$ cat config.mk
export PLATFORM = sky130hd
export DESIGN_NAME = mem_arb
export DESIGN_NICKNAME = d
export VERILOG_FILES = /design/src/rtl/mem_arb_pkg.sv /design/src/rtl/rr_pick2.sv /design/src/rtl/mem_arb.sv
export SDC_FILE = /design/constraint.sdc
export NUM_CORES = 1
export LEC_CHECK = 0
export BUFFER_PORTS_ARGS = -buffer_cell sky130_fd_sc_hd__buf_2
export CAP_MARGIN = 20
export CELL_PAD_IN_SITES_DETAIL_PLACEMENT = 1
export CELL_PAD_IN_SITES_GLOBAL_PLACEMENT = 2
export CORE_MARGIN = 1.5
export CORE_UTILIZATION = 23
export DETAILED_ROUTE_END_ITERATION = 6
export HOLD_SLACK_MARGIN = 0.03
export PLACE_DENSITY_LB_ADDON = 0.05
export SETUP_SLACK_MARGIN = 0.4
export SLEW_MARGIN = 10
export SYNTH_ARGS = -nofsm -noshare
export SYNTH_HDL_FRONTEND = slang
export SYNTH_SLANG_ARGS = --single-unit
$ cat constraint.sdc
create_clock -name clk -period 1.8 [get_ports clk]
set_input_delay 0.36 -clock clk [delete_from_list [all_inputs] [get_ports clk]]
set_output_delay 0.36 -clock clk [all_outputs]
set_load 0.02 [all_outputs]
$ cat src/rtl/mem_arb_pkg.sv
// Shared types and default widths for the two-requester memory arbiter.
package mem_arb_pkg;
    localparam int AW_DEF = 16;
    localparam int DW_DEF = 16;
    localparam int CW_DEF = 16;

    typedef enum logic [1:0] {IDLE, ISSUE, WAIT, RESP} state_t;
    typedef enum logic {OWN_I = 1'b0, OWN_D = 1'b1} owner_t;
endpackage

$ cat src/rtl/rr_pick2.sv
// Two-way round-robin picker: on a tie, the side not granted last wins.
module rr_pick2
    import mem_arb_pkg::*;
(
    input  logic req_i,
    input  logic req_d,
    input  logic last,
    output logic grant_valid,
    output logic grant_owner
);
    always_comb begin
        grant_valid = req_i | req_d;
        if (req_i && req_d)
            grant_owner = (last == OWN_I) ? OWN_D : OWN_I;
        else
            grant_owner = req_d ? OWN_D : OWN_I;
    end
endmodule

$ cat src/rtl/mem_arb.sv
// Serialises I-side reads and D-side reads/writes onto one memory port,
// round-robin on ties, with halt gating and saturating grant counters.
module mem_arb
    import mem_arb_pkg::*;
#(
    parameter int AW = AW_DEF,
    parameter int DW = DW_DEF,
    parameter int CW = CW_DEF
) (
    input  logic          clk,
    input  logic          rst,
    input  logic          i_req,
    input  logic [AW-1:0] i_addr,
    input  logic          d_req,
    input  logic          d_wr,
    input  logic [AW-1:0] d_addr,
    input  logic [DW-1:0] d_wdata,
    input  logic          halt,
    input  logic          mem_done,
    input  logic [DW-1:0] mem_rdata,
    output logic          mem_rd,
    output logic          mem_wr,
    output logic [AW-1:0] mem_addr,
    output logic [DW-1:0] mem_wdata,
    output logic          i_done,
    output logic [DW-1:0] i_rdata,
    output logic          d_done,
    output logic [DW-1:0] d_rdata,
    output logic          busy,
    output logic [CW-1:0] i_grants,
    output logic [CW-1:0] d_grants
);
    state_t        state, state_nxt;
    logic          pick_valid, pick_owner, grant;
    logic          last_q, owner_q, wr_q;
    logic [AW-1:0] addr_q;
    logic [DW-1:0] wdata_q, rdata_q;

    rr_pick2 u_pick (
        .req_i       (i_req),
        .req_d       (d_req),
        .last        (last_q),
        .grant_valid (pick_valid),
        .grant_owner (pick_owner)
    );

    // Requests only count in IDLE, so a requester still holding req in RESP cannot re-issue.
    assign grant = (state == IDLE) && !halt && pick_valid;

    always_ff @(posedge clk) begin
        if (rst) state <= IDLE;
        else     state <= state_nxt;
    end

    always_comb begin
        state_nxt = state;
        case (state)
            IDLE:    if (grant) state_nxt = ISSUE;
            ISSUE:   state_nxt = WAIT;
            WAIT:    if (mem_done) state_nxt = RESP;
            RESP:    state_nxt = IDLE;
            default: state_nxt = IDLE;
        endcase
    end

    always_ff @(posedge clk) begin
        if (rst) begin
            last_q   <= OWN_I;
            owner_q  <= OWN_I;
            wr_q     <= 1'b0;
            addr_q   <= '0;
            wdata_q  <= '0;
            rdata_q  <= '0;
            i_grants <= '0;
            d_grants <= '0;
        end else begin
            if (grant) begin
                owner_q <= pick_owner;
                last_q  <= pick_owner;
                if (pick_owner == OWN_D) begin
                    addr_q  <= d_addr;
                    wr_q    <= d_wr;
                    wdata_q <= d_wdata;
                    if (d_grants != '1) d_grants <= d_grants + 1'b1;
                end else begin
                    addr_q <= i_addr;
                    wr_q   <= 1'b0;
                    if (i_grants != '1) i_grants <= i_grants + 1'b1;
                end
            end
            if (state == WAIT && mem_done)
                rdata_q <= wr_q ? '0 : mem_rdata;
        end
    end

    // Outputs decode registered state only, so no input reaches an output combinationally.
    always_comb begin
        mem_rd = 1'b0;
        mem_wr = 1'b0;
        i_done = 1'b0;
        d_done = 1'b0;
        case (state)
            ISSUE: begin
                mem_rd = !wr_q;
                mem_wr = wr_q;
            end
            RESP: begin
                i_done = (owner_q == OWN_I);
                d_done = (owner_q == OWN_D);
            end
            default: ;
        endcase
    end

    assign busy      = (state != IDLE);
    assign mem_addr  = addr_q;
    assign mem_wdata = wdata_q;
    assign i_rdata   = rdata_q;
    assign d_rdata   = rdata_q;
endmodule

### Word-level counts from Yosys, hierarchy flattened

Cells that the tools add are included.

* register bits: 84
* input port bits: 71
* word-level logic and storage cells: 45

* add/subtract/negate cells: 2
* reduce and logical (&&, ||, !) cells: 12
* bitwise operators: 3
* equal/unequal tests: 7
* muxes and demuxes: 13

Operator list (number)
* $add A16 B1 Y16 const B: 2
* $mux W16: 2
* $ne A16 B16 Y1 const B: 2
* $mux W1: 8
* $pmux W2 S4: 1
* $reduce_and A3 Y1: 2
* $eq A2 B2 Y1 const B: 2
* $logic_and A1 B1 Y1: 4
* $mux W2: 2
* $ne A2 B2 Y1 const B: 2
* $reduce_and A2 Y1: 2
* $eq A2 B1 Y1 const B: 1
* $logic_not A1 Y1: 2
* $logic_not A2 Y1: 1
* $not A1 Y1: 2
* $reduce_bool A2 Y1: 1
* $or A1 B1 Y1: 1

### Longest topological paths before layout

Gate-level depths: netlist of the first run.

* depth after elaboration: 5
* depth in mapped cells: 8
* depth with buffers taken out: 7

### Cells and area by module

Synthesis of the first run repeated with hierarchy kept, for this count alone.

* cell total of the unflattened synthesis: 458
* area, all modules: 3927.5 um2

Modules (own cells, without submodules)
* mem_arb: seq. area each 1681.6 um2, instances 1, cells each 456, area each 3913.8 um2
* rr_pick2: seq. area each 0.0 um2, instances 1, cells each 2, area each 13.8 um2

### Worst setup path before layout of the first run

Ideal clock, no wire load.

* kind: register to register
* start: register d_grants[0]
* end: register d_grants[15]
* arrival: 1804 ps
* cell stages (with the launch flop): 7
* slack: -75 ps
* required time: 1730 ps
* path through: dfxtp_1 -> ha_1 -> nand2_1 -> nor4_4 -> or3_4 -> or4_1 -> a21oi_1

* longest elaborated chain between the ends: 2

RTL lines
* from (decl): RTL line mem_arb.sv:31 `output logic [CW-1:0] d_grants`
* from (signal assigned): RTL line mem_arb.sv:84 `if (d_grants != '1) d_grants <= d_grants + 1'b1;`
* parallel branches: the longest is 2 deep, another holds $add A16 B1 Y16

Several ways; the timed one is not identified.
A chain may end at the register's enable or synchronous reset.

### Worst setup path after layout of the first run

* start: register state[0]
* end: register d_grants[13]

* longest elaborated chain between the ends: 4

RTL lines
* from (decl): RTL line mem_arb.sv:33 `state_t state, state_nxt;`
* from (signal assigned): RTL line mem_arb.sv:52 `else state <= state_nxt;`
* $logic_not A2 Y1: RTL line mem_arb.sv:48 `assign grant = (state == IDLE) && !halt && pick_valid;`
* $logic_and A1 B1 Y1 (2 in a row): RTL line mem_arb.sv:48
* $reduce_and A3 Y1 (no line)

No other way between the ends.

==> impl_metrics.toml, run 1 <==
[power_and_ir_drop]
ir_drop_uv = 519
p_sw_mw = 1.98
swShare = 0.318
leakage_nw = 2.64
p_per_area_nw_per_um2 = 1000
cellInternalPower_mw = 4.25
clkPwrFrac = 0.309
seq_power_share = 0.346
comb_power_share = 0.345

[clocking]
cts_tree = "yes"
worstSkewPairLatency_ps = 340
root_buffer = "clkbuf_16"
cts_buffer_depth = 2
clkTransAtPathRegs_ps = 60
clock-sinks = 84
htreeDepth = 3
cts_buffers = 9
cts_hold_buf = 0

[floorplanning]
rows = 46
dieArea_um2 = 16800
die_x_um = 130
die_h_um = 130
core_um2 = 15800
pin_count = 172
start_util = 0.234

[finish]
area_delta_synth_final_pct = 68.1
finalNetCount = 707
diodes = 0
drive_above_1_share = 0.565
fin_area_um2 = 6200
fin_util = 0.393

[sta]
drv_slew = 0
finalCritPeriodShare = 1.01
fin_worst_skew_ps = 5.78
worstMarginPinSlew_ps = 586
timing.fmax_mhz = 548
fin_setup_tns_ps = -69.7
hold_viol_final = 0
slew_headroom = 0.608
holdWs_ps = 251
finalCriticalPeriod_ps = 1820
rsz0062_at_grt = "yes"
worst_slack_ps = -24.0
setup_viol = 5

[logic_synthesis]
syn_inst = 432
synth.most_common_cell = "dfxtp_1"
synth_top_area_frac = 0.456
ys_seq_elements = 84
async_flop_share = 0
synth_edf_count = 0
synth.distinct_cells = 43
syn_area_um2 = 3690
yosys-top-cells-count = "dfxtp_1 (84), nor2_1 (65), nand2_1 (48), a21oi_1 (43), clkbuf_1 (23)"
syn_avg_cell_area_um2 = 8.54
synthFlopType = "dfxtp_1"
yosys.area.top_type = "dfxtp_1"
ys_warn_count = 0
seq_area_frac_synth = 0.456
synth_area_leaders = "dfxtp_1 (46%), nor2_1 (6.6%), a21oi_1 (5.8%), nand2_1 (4.9%), a222oi_1 (4.3%)"
syn_nets = 509

[worst_setup_path]
critPathLaunchType = "register"
worst_ep_required_time_ps = 2070
crit_chain = "inv_2 > ha_4 > and3b_2 > nand4_4 > or3_4 > or4_4 > a21oi_2"
critical-path-max-stage-delay_ps = 430
path_class = "reg -> reg"
cp.arrival_ps = 2100
end_kind = "register"
critical-path-slowest-cell = "or4_4"
path_max_fanout = 3

[global_routing]
grt_pass1_vias = 3881
grt_pass1_wl_mm = 20.0
overflow = 0
grt_max_degree = 45
grt_use_total = 0.154
antenna_found_initial = 0

[status]
violations = "negative setup slack"
outcome = "complete, but fails checks"

[route]
vias = 3926
ant_nets = 0
wl_mm = 13.4
wl_per_cell_um = 15.8
drt_iter0_markers = 146
drc = 0
dr.pass1.iters = 5
viasPerCell = 4.62

[place]
io_buffers = 171
dp_slack_ps = -64.4
gp_congestion = 0.744
dp_hpwl_mm = 9.08
placed_area_um2 = 5110

[run]
drv_cap = 0

[worst_hold_path]
min_path_type = "in -> reg"
-- worst paths after layout --
| path | to | slack (ps) | cells after the start | from |
|---|---|---|---|---|
| setup / recovery | d_grants[13] | -20 | 7 | state[0] |
| hold / removal | mem_wdata[3] | 250 | 3 | d_wdata[3] |
| setup reg to reg | d_grants[13] | -20 | 7 | state[0] |
| hold reg to reg | mem_wdata[8] | 460 | 2 | mem_wdata[8] |
-- state kept, by name (all words and copies together), names as in the netlist --
signal     flops
d_grants      16
d_rdata       16
i_grants      16
mem_addr      16
mem_wdata     16
owner_q        1
state          2
wr_q           1
-- power by group through the flow --
stage	clock network [mW]	registers [mW]	logic, mW
2_1_floorplan	0	2.37	0.832
3_3_place_gp	0	2.19	1.53
3_5_place_dp	0	2.20	1.56
4_1_cts	2.02	2.16	2.06
5_1_grt	2.08	2.18	2.33
6_report	1.92	2.16	2.15
-- layout make-up --
| class | instances | area, µm² |
|---|---|---|
| clock buffer | 14 | 274 |
| clock inverter | 1 | 30.0 |
| fill | 1874 | 9570 |
| inverter | 5 | 18.8 |
| multi-input combinational | 306 | 2420 |
| sequential | 84 | 1730 |
| tap | 216 | 270 |
| timing repair buffer | 224 | 1460 |
-- placed cells by master (no fill, tap or decap), types with 9 or more instances in the layout --
master / netlist / routed
buf_2: 0 / 166
nor2_1: 65 / 63
dfxtp_1: 84 / 58
nand2_1: 48 / 41
a21oi_1: 43 / 27
buf_4: 16 / 26
buf_6: 0 / 25
dfxtp_2: 0 / 20
a222oi_1: 16 / 16
a21oi_2: 0 / 15
xnor2_1: 16 / 15
nor3b_2: 0 / 11
nand3_1: 17 / 9
clkbuf_16: 0 / 9
-- per-stage QoR --
step | instances | power, mW
after global placement | 811 | 3.72
after CTS | 844 | 6.24
final | 850 | 6.23
after floorplan | 432 | 3.21
after global routing | 850 | 6.60
after detailed placement | 811 | 3.76
-- metal layers --
metal	GRT usage	wire length, µm
met1	0.193	5990
met2	0.261	6610
met3	0.0256	574
met4	0.0699	262
met5	0	0
-- worst max-delay path: cells and delay by family (launching register included) --
family | cells | cell delay, ps
AOI/OAI and AO/OA | 1 | 140
adders and majority gates | 1 | 130
and+or+nand+nor | 4 | 1080
DFF | 1 | 330
buffers and inverters | 1 | 70
-- logic make-up (layout without fill, tap and decap cells) --
| kind of cell | Yosys count | count (layout) | share of synthesized area |
|---|---|---|---|
| simple gates | 199 | 201 | 0.273 |
| flops | 84 | 84 | 0.456 |
| compound gates | 74 | 74 | 0.129 |
| buf+inv | 44 | 244 | 0.0610 |
| xor+xnor | 20 | 20 | 0.0475 |
| fa+ha+maj | 6 | 6 | 0.0203 |
| mux | 5 | 5 | 0.0136 |
-- what timing repair did --
item                       4_1_cts  5_1_grt
cloned                           4        0
gates resized for setup         95       27
setup endpoints to repair       76       90
hold endpoints to repair         0        0
pin swaps                       48       28
setup buffers                   14        6
No activity file was read; power rests on OpenSTA's default activity.
==> inputs of run 2 (changes only) <==
--- a/config.mk
+++ b/config.mk
@@ -10,7 +10,7 @@
 export CELL_PAD_IN_SITES_DETAIL_PLACEMENT = 1
 export CELL_PAD_IN_SITES_GLOBAL_PLACEMENT = 2
 export CORE_MARGIN = 1.5
-export CORE_UTILIZATION = 23
+export CORE_UTILIZATION = 24
 export DETAILED_ROUTE_END_ITERATION = 6
 export HOLD_SLACK_MARGIN = 0.03
 export PLACE_DENSITY_LB_ADDON = 0.05
@@ -18,4 +18,5 @@
 export SLEW_MARGIN = 10
 export SYNTH_ARGS = -nofsm -noshare
 export SYNTH_HDL_FRONTEND = slang
+export SYNTH_HIERARCHICAL = 1
 export SYNTH_SLANG_ARGS = --single-unit
==> impl_metrics.toml, run 2 <==
[logic_synthesis]
yosys.area.top_type = "dfxtp_1"
synth_edf_count = 0
yosys-top-cells-count = "dfxtp_1 (84), a21oi_1 (60), nand2_1 (45), nor2_1 (42)"
ys_warn_count = 6
seq_area_frac_synth = 0.428
async_flop_share = 0
synth_area_leaders = "dfxtp_1 (43%), a21oi_1 (7.6%), mux2i_1 (4.6%), nand2_1 (4.3%), nor2_1 (4.0%)"
syn_avg_cell_area_um2 = 8.58
syn_nets = 535
syn_area_um2 = 3930
syn_inst = 458
synth.most_common_cell = "dfxtp_1"
ys_seq_elements = 84
synth_top_area_frac = 0.428
synth.distinct_cells = 44
synthFlopType = "dfxtp_1"

[clocking]
htreeDepth = 3
clkTransAtPathRegs_ps = 70
cts_buffers = 9
cts_hold_buf = 0
root_buffer = "clkbuf_16"
cts_tree = "yes"
worstSkewPairLatency_ps = 340
cts_buffer_depth = 2
clock-sinks = 84

[route]
vias = 4343
ant_nets = 0
routedLengthMet1_mm = 6.45
wl_per_cell_um = 16.1
drc = 0
wl_met2_mm = 7.34
dr_wl_met3_um = 661
drt_iter0_markers = 122
dr.pass1.iters = 4
highest_layer = "met4"
wl_mm = 14.7
viasPerCell = 4.76

[global_routing]
grt_max_degree = 34
overflow = 0
grt_pass1_vias = 4208
grt_use_total = 0.158
antenna_found_initial = 0
grt_pass1_wl_mm = 21.1

[run]
drv_cap = 0

[worst_setup_path]
path_common_cell = "buf_6"
end_kind = "output port"
critical-path-max-stage-delay_ps = 330
path_max_fanout = 5
critical-path-slowest-cell = "dfxtp_2"
crit_chain = "inv_2 > ha_4 > buf_4 > buf_6 > buf_6 > inv_4 > buf_6"
critPathLaunchType = "register"
path_class = "reg -> out"
cp.arrival_ps = 1390
worst_ep_required_time_ps = 1440

[status]
outcome = "complete, no violations"

[sta]
setup_viol = 0
finalCritPeriodShare = 0.973
hold_viol_final = 0
finalCriticalPeriod_ps = 1750
drv_slew = 0
fin_worst_skew_ps = 6.48
worst_slack_ps = 49.0
worstMarginPinSlew_ps = 695
timing.fmax_mhz = 571
rsz0062_at_grt = "yes"
holdWs_ps = 250
slew_headroom = 0.537

[power_and_ir_drop]
clkPwrFrac = 0.284
ir_drop_uv = 531
cellInternalPower_mw = 4.84
seq_power_share = 0.303
leakage_nw = 3.07
swShare = 0.331
p_sw_mw = 2.39
p_per_area_nw_per_um2 = 1030
comb_power_share = 0.413

[finish]
final_cells = 912
layout_common_cells = "buf_2 (165), dfxtp_1 (50), buf_4 (45)"
layout_commonest_cell = "buf_2"
area_delta_synth_final_pct = 79.1
finalNetCount = 768
drive_above_1_share = 0.652
diodes = 0

[place]
dp_cells = 836
dp_hpwl_mm = 9.34
io_buffers = 171
gp_congestion = 0.713
dp_slack_ps = -215

[floorplanning]
die_x_um = 131
dieArea_um2 = 17100
core_um2 = 15900
die_h_um = 131
pin_count = 172
start_util = 0.246
rows = 46

[worst_hold_path]
min_path_type = "in -> reg"
## run 2: changes by cell type after synthesis, moves of 8 or more
cell / change
or4_1: +9
nand3_1: -8
or3_1: +9
a21oi_1: +17
xnor2_1: -16
a222oi_1: -16
o21ai_0: +13
nor2_1: -23
a211oi_1: +13
mux2i_1: +13
o31ai_1: +9
## run 2: worst paths after layout
kind	slack [ps]	cells after the start	startpoint	end
max	50	7	state[1]	busy
min reg2reg	450	2	mem_wdata[15]	mem_wdata[15]
max reg2reg	50	6	state[0]	i_grants[13]
min	250	3	d_wdata[14]	mem_wdata[14]
## run 2: area by class of cell
type	count	area [µm²]
Clock buffer	10	239
Fill cell	1841	8910
Sequential cell	84	1750
Clock inverter	6	87.6
Tap cell	216	270
Multi-Input combinational cell	324	2720
Inverter	8	32.5
Timing Repair Buffer	264	1940
## run 2: through the flow
step	TNS, ps	power (mW)	instance area [µm²]	utilization
floorplan	-57.3	3.33	4140	-
global placement	-1060	3.86	5260	0.330
detailed placement	-2090	3.90	5260	0.330
CTS	0	6.54	6170	0.387
global route	-108	7.61	7040	0.441
finish	0	7.23	7040	0.441
## run 2: timing repair
| item | CTS | global route |
|---|---|---|
| resized for setup | 70 | 137 |
| pin swaps | 35 | 45 |
| gates cloned | 2 | 6 |
| buffers inserted | 28 | 24 |
| endpoints found under the setup margin | 71 | 93 |
## run 2: cell families (layout without fill, tap and decap cells)
logic type / after synthesis / in the layout / synth area share
buf+inv: 51 / 288 / 0.0701
compound gates: 110 / 110 / 0.163
simple gates: 186 / 187 / 0.265
fa+ha+maj: 6 / 6 / 0.0191
flops: 84 / 84 / 0.428
mux: 21 / 21 / 0.0545
## run 2: critical path, delay by kind of cell (launching register included)
family     cells  cell delay (ps)
flops          1              330
buf+inv        6              550
fa+ha+maj      1              170
## run 2: layer usage
metal  up-vias  GRT usage
li1       2120          -
met4         0     0.0640
met3        19     0.0358
met1      2106      0.197
met2        98      0.266
met5         -          0
## run 2: power by group through the flow
stage / clock, mW / combinational, mW / sequential (mW)
floorplan: 0 / 0.889 / 2.44
global placement: 0 / 1.64 / 2.22
detailed placement: 0 / 1.67 / 2.23
CTS: 2.13 / 2.23 / 2.19
global route: 2.21 / 3.19 / 2.22
finish: 2.06 / 2.98 / 2.19
